## src/rtl/mem_port_arbiter_if.sv

```systemverilog
// Bus bundle between the fetch/memory pipeline stages, the arbiter and the shared
// single-port memory. The arbiter uses the slave view; the environment uses master.
interface mem_port_arbiter_if;
    logic        FetchReqF;
    logic [31:0] PCF;
    logic        FlushF;
    logic        DataReqM;
    logic        MemWriteM;
    logic [31:0] DataAdrM;
    logic [31:0] WriteDataM;
    logic        MemReq;
    logic        MemWe;
    logic [31:0] MemAdr;
    logic [31:0] MemWData;
    logic        MemReady;
    logic [31:0] MemRData;
    logic [31:0] InstrF;
    logic        InstrValidF;
    logic [31:0] ReadDataM;
    logic        StallMemF;
    logic        StallMemM;

    modport slave (
        input  FetchReqF, PCF, FlushF, DataReqM, MemWriteM, DataAdrM, WriteDataM,
               MemReady, MemRData,
        output MemReq, MemWe, MemAdr, MemWData, InstrF, InstrValidF, ReadDataM,
               StallMemF, StallMemM
    );

    modport master (
        output FetchReqF, PCF, FlushF, DataReqM, MemWriteM, DataAdrM, WriteDataM,
               MemReady, MemRData,
        input  MemReq, MemWe, MemAdr, MemWData, InstrF, InstrValidF, ReadDataM,
               StallMemF, StallMemM
    );
endinterface

```

## src/rtl/mem_port_arbiter.sv

```systemverilog
// Arbitrates instruction fetches and data accesses onto one single-port memory.
// Data normally wins; a fetch that lost to a data access is granted next.
module mem_port_arbiter (
    input  logic               clk,
    input  logic               reset,
    mem_port_arbiter_if.slave  bus
);
    typedef enum logic [1:0] {IDLE, DATA, INSTR, DROP} state_t;

    state_t      state_q, state_d;
    logic        fetch_first_q, fetch_first_d;
    logic [31:0] adr_q, adr_d;
    logic [31:0] wdata_q, wdata_d;
    logic        we_q, we_d;
    logic        fetch_ok;

    assign fetch_ok = bus.FetchReqF & ~bus.FlushF;

    always_ff @(posedge clk or negedge reset) begin
        if (!reset) begin
            state_q       <= IDLE;
            fetch_first_q <= 1'b0;
            adr_q         <= '0;
            wdata_q       <= '0;
            we_q          <= 1'b0;
        end else begin
            state_q       <= state_d;
            fetch_first_q <= fetch_first_d;
            adr_q         <= adr_d;
            wdata_q       <= wdata_d;
            we_q          <= we_d;
        end
    end

    always_comb begin
        state_d       = state_q;
        fetch_first_d = fetch_first_q;
        adr_d         = adr_q;
        wdata_d       = wdata_q;
        we_d          = we_q;
        case (state_q)
            IDLE: begin
                if (fetch_first_q && fetch_ok) begin
                    state_d = INSTR;
                    adr_d   = bus.PCF;
                    wdata_d = '0;
                    we_d    = 1'b0;
                end else if (bus.DataReqM) begin
                    state_d = DATA;
                    adr_d   = bus.DataAdrM;
                    wdata_d = bus.WriteDataM;
                    we_d    = bus.MemWriteM;
                end else if (fetch_ok) begin
                    state_d = INSTR;
                    adr_d   = bus.PCF;
                    wdata_d = '0;
                    we_d    = 1'b0;
                end
            end
            DATA: begin
                if (bus.MemReady) begin
                    state_d = IDLE;
                    // A fetch that waited behind this access gets the next slot.
                    if (bus.FetchReqF) fetch_first_d = 1'b1;
                end
            end
            INSTR: begin
                if (bus.MemReady) begin
                    state_d       = IDLE;
                    fetch_first_d = 1'b0;
                end else if (bus.FlushF) begin
                    state_d = DROP;
                end
            end
            DROP: begin
                if (bus.MemReady) state_d = IDLE;
            end
            default: state_d = IDLE;
        endcase
    end

    // Memory side is driven purely from registered state so it stays stable until MemReady.
    assign bus.MemReq   = (state_q != IDLE);
    assign bus.MemWe    = (state_q == DATA) & we_q;
    assign bus.MemAdr   = adr_q;
    assign bus.MemWData = wdata_q;

    assign bus.InstrValidF = (state_q == INSTR) & bus.MemReady & ~bus.FlushF;
    assign bus.InstrF      = bus.InstrValidF ? bus.MemRData : '0;
    assign bus.ReadDataM   = ((state_q == DATA) & bus.MemReady & ~we_q) ? bus.MemRData : '0;
    assign bus.StallMemM   = bus.DataReqM & ~((state_q == DATA) & bus.MemReady);
    assign bus.StallMemF   = bus.FetchReqF & ~bus.InstrValidF;
endmodule

```

## src/flat_wrapper.sv

```systemverilog
// flat-port wrapper written by rule: the top's interface ports become plain ports
module mem_port_arbiter_flat 
  (clk, reset, bus_FetchReqF, bus_PCF, bus_FlushF, bus_DataReqM, bus_MemWriteM, bus_DataAdrM, bus_WriteDataM, bus_MemReady, bus_MemRData, bus_MemReq, bus_MemWe, bus_MemAdr, bus_MemWData, bus_InstrF, bus_InstrValidF, bus_ReadDataM, bus_StallMemF, bus_StallMemM);
  mem_port_arbiter_if bus_i ();
  input  logic clk;
  input  logic reset;
  input wire logic [$bits(bus_i.FetchReqF)-1:0] bus_FetchReqF;
  input wire logic [$bits(bus_i.PCF)-1:0] bus_PCF;
  input wire logic [$bits(bus_i.FlushF)-1:0] bus_FlushF;
  input wire logic [$bits(bus_i.DataReqM)-1:0] bus_DataReqM;
  input wire logic [$bits(bus_i.MemWriteM)-1:0] bus_MemWriteM;
  input wire logic [$bits(bus_i.DataAdrM)-1:0] bus_DataAdrM;
  input wire logic [$bits(bus_i.WriteDataM)-1:0] bus_WriteDataM;
  input wire logic [$bits(bus_i.MemReady)-1:0] bus_MemReady;
  input wire logic [$bits(bus_i.MemRData)-1:0] bus_MemRData;
  output wire logic [$bits(bus_i.MemReq)-1:0] bus_MemReq;
  output wire logic [$bits(bus_i.MemWe)-1:0] bus_MemWe;
  output wire logic [$bits(bus_i.MemAdr)-1:0] bus_MemAdr;
  output wire logic [$bits(bus_i.MemWData)-1:0] bus_MemWData;
  output wire logic [$bits(bus_i.InstrF)-1:0] bus_InstrF;
  output wire logic [$bits(bus_i.InstrValidF)-1:0] bus_InstrValidF;
  output wire logic [$bits(bus_i.ReadDataM)-1:0] bus_ReadDataM;
  output wire logic [$bits(bus_i.StallMemF)-1:0] bus_StallMemF;
  output wire logic [$bits(bus_i.StallMemM)-1:0] bus_StallMemM;
  assign bus_i.FetchReqF = bus_FetchReqF;
  assign bus_i.PCF = bus_PCF;
  assign bus_i.FlushF = bus_FlushF;
  assign bus_i.DataReqM = bus_DataReqM;
  assign bus_i.MemWriteM = bus_MemWriteM;
  assign bus_i.DataAdrM = bus_DataAdrM;
  assign bus_i.WriteDataM = bus_WriteDataM;
  assign bus_i.MemReady = bus_MemReady;
  assign bus_i.MemRData = bus_MemRData;
  assign bus_MemReq = bus_i.MemReq;
  assign bus_MemWe = bus_i.MemWe;
  assign bus_MemAdr = bus_i.MemAdr;
  assign bus_MemWData = bus_i.MemWData;
  assign bus_InstrF = bus_i.InstrF;
  assign bus_InstrValidF = bus_i.InstrValidF;
  assign bus_ReadDataM = bus_i.ReadDataM;
  assign bus_StallMemF = bus_i.StallMemF;
  assign bus_StallMemM = bus_i.StallMemM;
  mem_port_arbiter u_core (.clk(clk), .reset(reset), .bus(bus_i));
endmodule
```

## config.mk

```make
export PLATFORM = sky130hd
export DESIGN_NAME = mem_port_arbiter_flat
export DESIGN_NICKNAME = d
export VERILOG_FILES = /design/src/rtl/mem_port_arbiter_if.sv /design/src/rtl/mem_port_arbiter.sv /design/src/flat_wrapper.sv
export SDC_FILE = /design/constraint.sdc
export NUM_CORES = 1
export LEC_CHECK = 0
export CAP_MARGIN = 5
export CELL_PAD_IN_SITES_DETAIL_PLACEMENT = 0
export CELL_PAD_IN_SITES_GLOBAL_PLACEMENT = 1
export CORE_MARGIN = 8
export CORE_UTILIZATION = 40
export DETAILED_ROUTE_END_ITERATION = 8
export DONT_BUFFER_PORTS = 1
export GPL_TIMING_DRIVEN = 1
export HOLD_SLACK_MARGIN = 0.02
export MAX_ROUTING_LAYER = met4
export PLACE_DENSITY = 0.84
export SYNTH_ARGS = -nofsm -noshare
export SYNTH_HDL_FRONTEND = slang
export SYNTH_SLANG_ARGS = --single-unit
```

## constraint.sdc

```tcl
create_clock -name clk -period 1.65 [get_ports clk]
set_input_delay 0.33 -clock clk [delete_from_list [all_inputs] [get_ports clk]]
set_output_delay 0.33 -clock clk [all_outputs]
set_load 0.005 [all_outputs]
```

==> impl_metrics.tcl, run 1 <==
set metrics [dict create \
    status "complete, but fails checks" \
    violations "negative hold slack, negative setup slack" \
    endpoint "bus_InstrF[1]" \
    pre_cts_ws_ns 0.0510 \
    synth-main-ff-cell "dfrtp_1" \
    critPathMaxFanout 34 \
    setup_violations 75 \
    grt_max_degree 69 \
    tritoncts "done" \
    maxCapViolations 0 \
    multi_input_area_sq_mm 0.00186 \
    dr_total_vias 3100 \
    cp_cell_sequence "buf_4 -> nor4b_4 -> buf_12 -> and2_1" \
    ys_top_cells_by_area "dfrtp_1 45%, and2_1 16%, a22o_1 7.7%, a221oi_1 7.5%, a22oi_1 6.4%" \
    grt-ovfl-total 0 \
    cts_sinks 68 \
    cp_num_buf_inv 2 \
    reg2reg_depth 5 \
    layout_setup_ws_ns -0.223 \
    yosys-top-cells-count "97 x and2_1, 68 x dfrtp_1, 34 x inv_1, 34 x o21ai_0, 33 x a22o_1" \
    post_drt_wl_per_cell_um 25.5 \
    place_congestion 0.837 \
    fmax_ghz 0.534 \
    ff2ff_setup_slack_ns -0.01 \
    nets 515 \
    crit_slowest_cell "dfrtp_1" \
    coreArea_sq_mm 0.00915 \
    die_h_um 113 \
    numCtsBuffers 9 \
    whs_ns -0.310 \
    maxSlewViolCount 0 \
    required_ns 1.32 \
    worst-path-stages 4 \
    synth_area_leader_cell "dfrtp_1" \
    setup_tns_ns -12.98 \
    max_slew_margin 0.736 \
    fin_skew_ns 0.0103 \
    synth_area_sq_mm 0.00375 \
    ys_warn_count 0 \
    clkTransAtPathRegs_ns 0.08 \
    use_met2 0.302 \
    regArea_sq_mm 0.00170 \
    worst_pin_slew_ns 0.395 \
    synth_edf_count 0 \
    port_buffers 0 \
    remaining_drc_errors 0 \
    vias_per_cell 6.26 \
    avgSynthCellArea_sq_um 9.65 \
    path_delay_family "simple AND/OR/NAND/NOR gates" \
    synth.distinct_cells 26 \
    reg2reg_from "u_core.state_q[1]$_DFFE_PN0P_" \
    grt.total_usage 0.194 \
    die_area_sq_mm 0.0127 \
    synth_top_area_frac 0.454 \
    drtIter0Drc 219 \
    clk_path_buf_depth 2 \
    cp-end-kind "output port" \
    startpoint_type "register" \
    synthArstFlopShare 1.00 \
    fp-row-count 35 \
    num_antenna_cells 0 \
    period_share 1.14 \
    hold_viol 68 \
    pin_count 268 \
    synth_cells 388 \
    layout-drive-gt1-share 0.203 \
    slowest_delay_ns 0.40 \
    start_util 0.409 \
    rsz0062_at_grt "true" \
    synth_nets 523 \
    grt_pass1_vias 3092 \
    hold_class "in -> async" \
    wirelength_mm 12.6 \
    yosys.cell_count.top_type "and2_1" \
    p_per_area_mw_per_mm2 1490 \
    vdd_drop_max_v 0.000592 \
    fillers 861 \
    antenna_found_initial 0 \
    fin_crit_ns 1.87 \
    syn_to_final_growth_pct 13.4 \
    ant_nets 0 \
    crit_type "reg -> out" \
    htree_num_levels 3 \
    post-dp-hpwl_mm 9.07 \
    p_leak_nw 1.92 \
    use_met3 0.0655 \
    root_buffer "clkbuf_8" \
    dr.pass1.iters 4 \
    grt_util_met1 0.236 \
    top_usage_layer "met2" \
    synth-seq-cells 68 \
    cp.arrival_ns 1.54 \
    die_w_um 113 \
    worstSkewPairLatency_ns 0.33 \
    grt_pass1_wl_mm 18.9 \
    ys_seq_area_frac 0.454 \
    rr_endpoint "u_core.bus.MemWData[31]$_DFFE_PN0P_" \
    startpoint "u_core.state_q[0]$_DFFE_PN0P_" \
]
==> placed cells by master (no fill, tap or decap) <==
cell type  count
a22o_1        33
o21ai_0       34
a31oi_1        1
clkinv_4       1
or2_1          1
nor3_4         1
a221oi_2       6
buf_4         12
nand2b_1       1
o41ai_1        1
a21oi_1        1
nor2_1         1
a221oi_1      26
buf_12         4
bufinv_16      1
a21o_2         1
nor4b_4        1
nor2_4         1
o21bai_1       1
nand2_1        1
clkbuf_1       1
and2_4        26
inv_1         33
a22oi_2        5
buf_6          6
clkinv_2       3
and2_1        71
nor2b_1        1
and3b_1        2
inv_2          1
dfrtp_1       68
nand3b_1       2
clkbuf_8       9
a22oi_1       27
==> flip-flops by register name (all words and copies together), names as in the netlist <==
register,cells
u_core.bus.MemAdr,32
u_core.bus.MemWData,32
u_core.fetch_first_q,1
u_core.state_q,2
u_core.we_q,1
==> layer usage <==
layer | part of all wire | routed length (um)
met1 | 0.40 | 5100
met2 | 0.49 | 6150
met3 | 0.10 | 1270
met4 | 0.0071 | 90
met5 | 0 | 0
==> repair_timing <==
action	4_1_cts	5_1_grt
setup buffers	4	1
endpoints found under the hold margin	68	68
pin swaps	1	2
gates cloned	3	0
setup endpoints to repair	66	130
resized for setup	33	15
==> metrics by stage <==
stage	std cells	cell area [sq um]	util	total power, W
4_1_cts	494	4170	0.455	0.00630
3_5_place_dp	472	3850	0.421	0.00483
2_1_floorplan	388	3750	-	0.00428
5_1_grt	495	4250	0.464	0.00676
3_3_place_gp	472	3850	0.421	0.00476
6_report	495	4250	0.464	0.00631
==> worst min-delay path by stage <==
| stage | start | to |
|---|---|---|
| global placement | reset | u_core.bus.MemWData[15]$_DFFE_PN0P_ |
| finish | reset | u_core.bus.MemAdr[21]$_DFFE_PN0P_ |
| detailed placement | reset | u_core.bus.MemWData[15]$_DFFE_PN0P_ |
| floorplan | reset | u_core.bus.MemAdr[0]$_DFFE_PN0P_ |
| CTS | reset | u_core.bus.MemAdr[21]$_DFFE_PN0P_ |
| global route | reset | u_core.bus.MemAdr[31]$_DFFE_PN0P_ |
==> kinds of logic after synthesis <==
group	count (synthesis)	share of synthesized area
buf+inv	75	0.0878
compound gates	136	0.271
flops	68	0.454
simple gates	109	0.187
==> power breakdown <==
part | switching (W) | internal [W]
logic | 0.000977 | 0.000979
registers | 0.000673 | 0.00240
clock network | 0.000601 | 0.000685
==> final cells by class <==
| class | instances | area share |
|---|---|---|
| Timing Repair Buffer | 22 | 0.0560 |
| Clock buffer | 10 | 0.0300 |
| Sequential cell | 68 | 0.401 |
| Inverter | 34 | 0.0300 |
| Clock inverter | 5 | 0.0127 |
| Multi-Input combinational cell | 245 | 0.438 |
| Tap cell | 111 | 0.0327 |
No activity file was read; power rests on OpenSTA's default activity.
==> run 2: changes to the inputs <==
==> constraint.sdc (replaced) <==
create_clock -name clk -period 1.65 [get_ports clk]
set_input_delay 0.0825 -clock clk [delete_from_list [all_inputs] [get_ports clk]]
set_output_delay 0.0825 -clock clk [all_outputs]
set_load 0.005 [all_outputs]
==> run 2 against run 1 <==
  * The flow still finishes with violations (negative hold slack, negative setup slack)
  * Global-route usage rose by 2.1 points
  * Setup slack better by 0.22 ns
  * Cell count is 14% higher
  * Sequential power hardly changed
==> impl_metrics.tcl, run 2 (synthesis gave the netlist of run 1 again) <==
set metrics [dict create \
    layout-drive-gt1-share 0.163 \
    status "complete, but fails checks" \
    maxSlewViolCount 0 \
    clkTransAtPathRegs_ns 0.08 \
    final_util 0.537 \
    fmax_ghz 0.605 \
    reg2reg_depth 4 \
    clk_path_buf_depth 2 \
    antenna_found_initial 0 \
    grt_max_degree 69 \
    nets 584 \
    fin_crit_ns 1.65 \
    die_h_um 113 \
    syn_to_final_growth_pct 31.3 \
    final_cell_area_sq_mm 0.00492 \
    worstSkewPairLatency_ns 0.34 \
    die_w_um 113 \
    max_slew_margin 0.757 \
    critPathMaxFanout 34 \
    p_total_w 0.00668 \
    setup_tns_ns -0.00387 \
    maxCapViolations 0 \
    cp.arrival_ns 1.57 \
    htree_num_levels 3 \
    remaining_drc_errors 0 \
    start_util 0.409 \
    setup_violations 2 \
    combPwrFrac 0.308 \
    reg2reg_from "u_core.state_q[1]$_DFFE_PN0P_" \
    violations "negative hold slack, negative setup slack" \
    p_switching_w 0.00237 \
    post-dp-hpwl_mm 8.95 \
    worst_pin_slew_ns 0.364 \
    fin_skew_ns 0.00750 \
    p_leak_nw 2.21 \
    ctsHoldBuffers 69 \
    internal-power_w 0.00431 \
    post_drt_wl_per_cell_um 24.7 \
    clkPwrFrac 0.228 \
    fp-row-count 35 \
    rr_endpoint "u_core.bus.MemAdr[22]$_DFFE_PN0P_" \
    layout_setup_ws_ns -0.00333 \
    required_ns 1.57 \
    grt.total_usage 0.214 \
    pin_count 268 \
    fillers 783 \
    fin_cells 566 \
    ff2ff_setup_slack_ns 0.08 \
    grt_pass1_vias 3451 \
    cp-end-kind "output port" \
    p_per_area_mw_per_mm2 1360 \
    port_buffers 0 \
    final_common_cell "dlygate4sd3_1" \
    pwr-share-seq 0.464 \
    startpoint_type "register" \
    layout_common_cells "69 x dlygate4sd3_1, 67 x dfrtp_1, 65 x and2_1" \
    hold_class "in -> async" \
    cts_sinks 68 \
    vdd_drop_max_v 0.000596 \
    ant_nets 0 \
    root_buffer "clkbuf_8" \
    grt_pass1_wl_mm 20.9 \
    hold_viol 68 \
    wirelength_mm 14.0 \
    place_congestion 0.821 \
    dr.pass1.iters 4 \
    crit_type "reg -> out" \
    period_share 1.00 \
    tritoncts "done" \
    die_area_sq_mm 0.0127 \
    dr_total_vias 3386 \
    drtIter0Drc 372 \
    whs_ns -0.574 \
    grt-ovfl-total 0 \
    vias_per_cell 5.98 \
    place_area_sq_mm 0.00385 \
    p_sw_frac 0.355 \
    rsz0062_at_grt "true" \
    coreArea_sq_mm 0.00915 \
    placed_cells 474 \
    numCtsBuffers 9 \
]
[run 2: cell count changes in the layout (fill, tap and decap cells not counted), moves of 3 or more]
cell / change
and2_4: +6
a22oi_1: +5
a22oi_2: -5
and2_1: -6
a221oi_1: +6
dlygate4sd3_1: +69
clkinv_2: -3
a221oi_2: -6
[run 2: power groups by stage]
stage | Clock, W | Sequential (W) | Combinational [W]
floorplan | 0 | 0.00286 | 0.00141
finish | 0.00152 | 0.00310 | 0.00206
CTS | 0.00156 | 0.00308 | 0.00196
detailed placement | 0 | 0.00310 | 0.00173
global route | 0.00164 | 0.00319 | 0.00227
global placement | 0 | 0.00312 | 0.00164
[run 2: metrics by stage]
| step | setup slack [ns] | hold WS (ns) |
|---|---|---|
| after global placement | 0.236 | -0.211 |
| final | -0.00333 | -0.574 |
| after detailed placement | 0.172 | -0.211 |
| after global routing | -0.101 | -0.603 |
| after floorplan | 0.0744 | -0.213 |
| after CTS | -0.0282 | -0.591 |
[run 2: what timing repair did]
action                     in CTS  in global routing
hold endpoints to repair      136                 68
resized for setup              17                 27
setup buffers                   3                  1
cloned                          3                  0
pin swaps                       2                 32
setup endpoints to repair      65                 66
[run 2: area by class of cell]
| cell class | count | area (sq um) | area share |
|---|---|---|---|
| Tap cell | 111 | 139 | 0.0282 |
| Multi-Input combinational cell | 245 | 1810 | 0.369 |
| Inverter | 34 | 128 | 0.0260 |
| Timing Repair Buffer | 91 | 916 | 0.186 |
| Clock inverter | 5 | 85.1 | 0.0173 |
| Sequential cell | 68 | 1700 | 0.346 |
| Clock buffer | 11 | 131 | 0.0267 |
| Antenna cell | 1 | 2.50 | 0.000509 |
[run 2: per-layer routing]
layer  global-route usage  share of wire  vias to the layer above
met5                    -              0                        -
met4               0.0692          0.017                        0
met3               0.0783           0.10                       20
met2                0.315           0.47                      196
met1                0.268           0.42                     1669
li1                     -              -                     1501
[run 2: worst max path at each step]
stage | startpoint | end
after detailed placement | u_core.state_q[1]$_DFFE_PN0P_ | u_core.bus.MemAdr[18]$_DFFE_PN0P_
final | u_core.state_q[0]$_DFFE_PN0P_ | bus_InstrF[17]
after global placement | u_core.state_q[1]$_DFFE_PN0P_ | u_core.bus.MemAdr[16]$_DFFE_PN0P_
after global routing | u_core.state_q[0]$_DFFE_PN0P_ | bus_InstrF[22]
after CTS | u_core.state_q[0]$_DFFE_PN0P_ | bus_InstrF[1]
after floorplan | u_core.state_q[0]$_DFFE_PN0P_ | u_core.bus.MemWData[10]$_DFFE_PN0P_
[run 2: critical path, cell delays in order, from the launching register on]
cell and delay (ns):
dfrtp_1 0.40, buf_6 0.14, nor4b_4 0.26, buf_6 0.24
and2_1 0.19
==> run 3: changes to the inputs <==
- CORE_UTILIZATION: 40 -> 41
- CTS_BUF_LIST: not set -> sky130_fd_sc_hd__clkbuf_4
- PLACE_DENSITY: 0.84 -> 0.86
==> run 3 against run 2 <==
  * The run ends with negative setup slack left
  * Largest power group unchanged
  * Die area shrank 2.1%
  * Highest routed layer unchanged
  * Non-clock buffer count grew 11
  * Sequential power is essentially flat
  * Design area grew 3.9%
==> impl_metrics.tcl, run 3 (synthesis gave the netlist of run 1 again) <==
set metrics [dict create \
    status "complete, but fails checks" \
    violations "negative setup slack" \
    wirelength_mm 14.5 \
    grt.total_usage 0.226 \
    layout_common_cells "78 x dlygate4sd3_1, 67 x dfrtp_1, 65 x and2_1" \
    cp.arrival_ns 2.01 \
    cp_cell_sequence "buf_4 -> or2_1 -> a21o_2 -> buf_12 -> a22o_1" \
    die_w_um 112 \
    grt_pass1_wl_mm 21.5 \
    p_per_area_mw_per_mm2 1310 \
    vdd_drop_max_v 0.000484 \
    place_congestion 0.781 \
    maxSlewViolCount 0 \
    path_delay_family "compound AO/OA/AOI/OAI gates" \
    max_slew_margin 0.637 \
    worst_pin_slew_ns 0.543 \
    die_area_sq_mm 0.0125 \
    maxCapViolations 0 \
    dr_total_vias 3413 \
    ant_nets 0 \
    grt_pass1_vias 3658 \
    p_leak_nw 2.29 \
    post-dp-hpwl_mm 9.88 \
    antenna_found_initial 2 \
    remaining_drc_errors 0 \
    vias_per_cell 5.89 \
    p_sw_frac 0.358 \
    period_share 1.06 \
    fmax_ghz 0.574 \
    placed_cells 475 \
    fin_crit_ns 1.74 \
    drtIter0Drc 418 \
    htree_num_levels 3 \
    worstSkewPairLatency_ns 0.40 \
    slowest_delay_ns 0.45 \
    port_buffers 0 \
    crit_slowest_cell "dfrtp_2" \
    syn_to_final_growth_pct 36.4 \
    post_drt_wl_per_cell_um 25.0 \
    tritoncts "done" \
    fp-row-count 35 \
    clk_path_buf_depth 2 \
    internal-power_w 0.00429 \
    startpoint_type "register" \
    layout-drive-gt1-share 0.189 \
    pwr-share-seq 0.459 \
    cts_sinks 68 \
    nets 595 \
    clkPwrFrac 0.211 \
    clkTransAtPathRegs_ns 0.13 \
    grt-ovfl-total 0 \
    cp-end-kind "register" \
    die_h_um 112 \
    hold_class "in -> reg" \
    pre_cts_ws_ns 0.176 \
    final_common_cell "dlygate4sd3_1" \
    root_buffer "clkbuf_4" \
    pin_count 268 \
    p_switching_w 0.00239 \
    grt_max_degree 69 \
    dr.pass1.iters 4 \
    fin_cells 579 \
    required_ns 1.92 \
    layout_setup_ws_ns -0.0932 \
    hold_viol 0 \
    rsz0062_at_grt "true" \
    setup_violations 71 \
    cp_num_buf_inv 2 \
    coreArea_sq_mm 0.00906 \
    combPwrFrac 0.330 \
    start_util 0.413 \
    critPathMaxFanout 33 \
    fin_skew_ns 0.0191 \
    numCtsBuffers 9 \
    crit_type "reg -> reg" \
]
[run 3: cell count changes in the layout (fill, tap and decap cells not counted), moves of 2 or more]
cell,previous run,this run
diode_2,1,3
a221oi_2,0,11
clkbuf_8,9,0
clkbuf_1,2,0
buf_4,13,11
clkbuf_4,0,10
a221oi_1,32,21
dlygate4sd3_1,69,78
[run 3: path summary, 6_finish.rpt]
check	from	endpoint	slack, ns	depth (start not counted)
worst max-delay path	u_core.state_q[1]$_DFFE_PN0P_	u_core.bus.MemWData[11]$_DFFE_PN0P_	-0.09	5
worst min-delay path	bus_DataReqM	u_core.bus.MemAdr[25]$_DFFE_PN0P_	0.04	3
worst max register to register	u_core.state_q[1]$_DFFE_PN0P_	u_core.bus.MemWData[11]$_DFFE_PN0P_	-0.09	5
worst min register to register	u_core.bus.MemWData[18]$_DFFE_PN0P_	u_core.bus.MemWData[18]$_DFFE_PN0P_	0.55	1
max in group asynchronous	reset	u_core.state_q[1]$_DFFE_PN0P_	1.09	2
min in group asynchronous	reset	u_core.bus.MemAdr[26]$_DFFE_PN0P_	0.27	2
[run 3: through the flow]
stage                     hold slack (ns)  TNS (ns)  cell area (sq um)  total power, W   util
final                              0.0419     -3.96               5110         0.00668  0.564
after global placement             -0.211         0               3870         0.00478  0.427
after global routing               0.0283    -12.31               5110         0.00707  0.563
after detailed placement           -0.211         0               3870         0.00488  0.427
after CTS                          0.0202     -3.75               5030         0.00665  0.554
after floorplan                    -0.213         0               3750         0.00428      -
[run 3: what timing repair did]
action,CTS,global route
hold endpoints to repair,136,0
pin swaps,34,1
gates cloned,3,0
gates resized for setup,45,13
hold buffers,80,0
setup endpoints to repair,66,127
setup buffers,3,0
[run 3: power by group through the flow]
| stage | combinational (W) | clock [W] | sequential, W |
|---|---|---|---|
| floorplan | 0.00141 | 0 | 0.00286 |
| global route | 0.00242 | 0.00150 | 0.00315 |
| global placement | 0.00169 | 0 | 0.00308 |
| finish | 0.00220 | 0.00141 | 0.00307 |
| detailed placement | 0.00178 | 0 | 0.00310 |
| CTS | 0.00215 | 0.00143 | 0.00307 |
[run 3: final cells by class]
| type | count | area (sq um) |
|---|---|---|
| inverter | 34 | 128 |
| fill | 756 | 3960 |
| multi-input combinational | 245 | 1880 |
| tap | 111 | 139 |
| sequential | 68 | 1700 |
| timing repair buffer | 102 | 1060 |
| clock buffer | 10 | 75.1 |
| antenna | 3 | 7.51 |
| clock inverter | 6 | 113 |
[run 3: layer usage]
| metal | routed length, um | GRT usage | share of wire | vias to the layer above |
|---|---|---|---|---|
| li1 | - | - | - | 1523 |
| met1 | 5400 | 0.231 | 0.37 | 1653 |
| met2 | 7500 | 0.398 | 0.52 | 213 |
| met3 | 1220 | 0.0747 | 0.084 | 24 |
| met4 | 370 | 0.0820 | 0.026 | 0 |
| met5 | 0 | - | 0 | - |
[run 3: worst min-delay path: stages]
cell,delay (ns)
and2_1,0.11
a221oi_1,0.07
a22oi_1,0.15
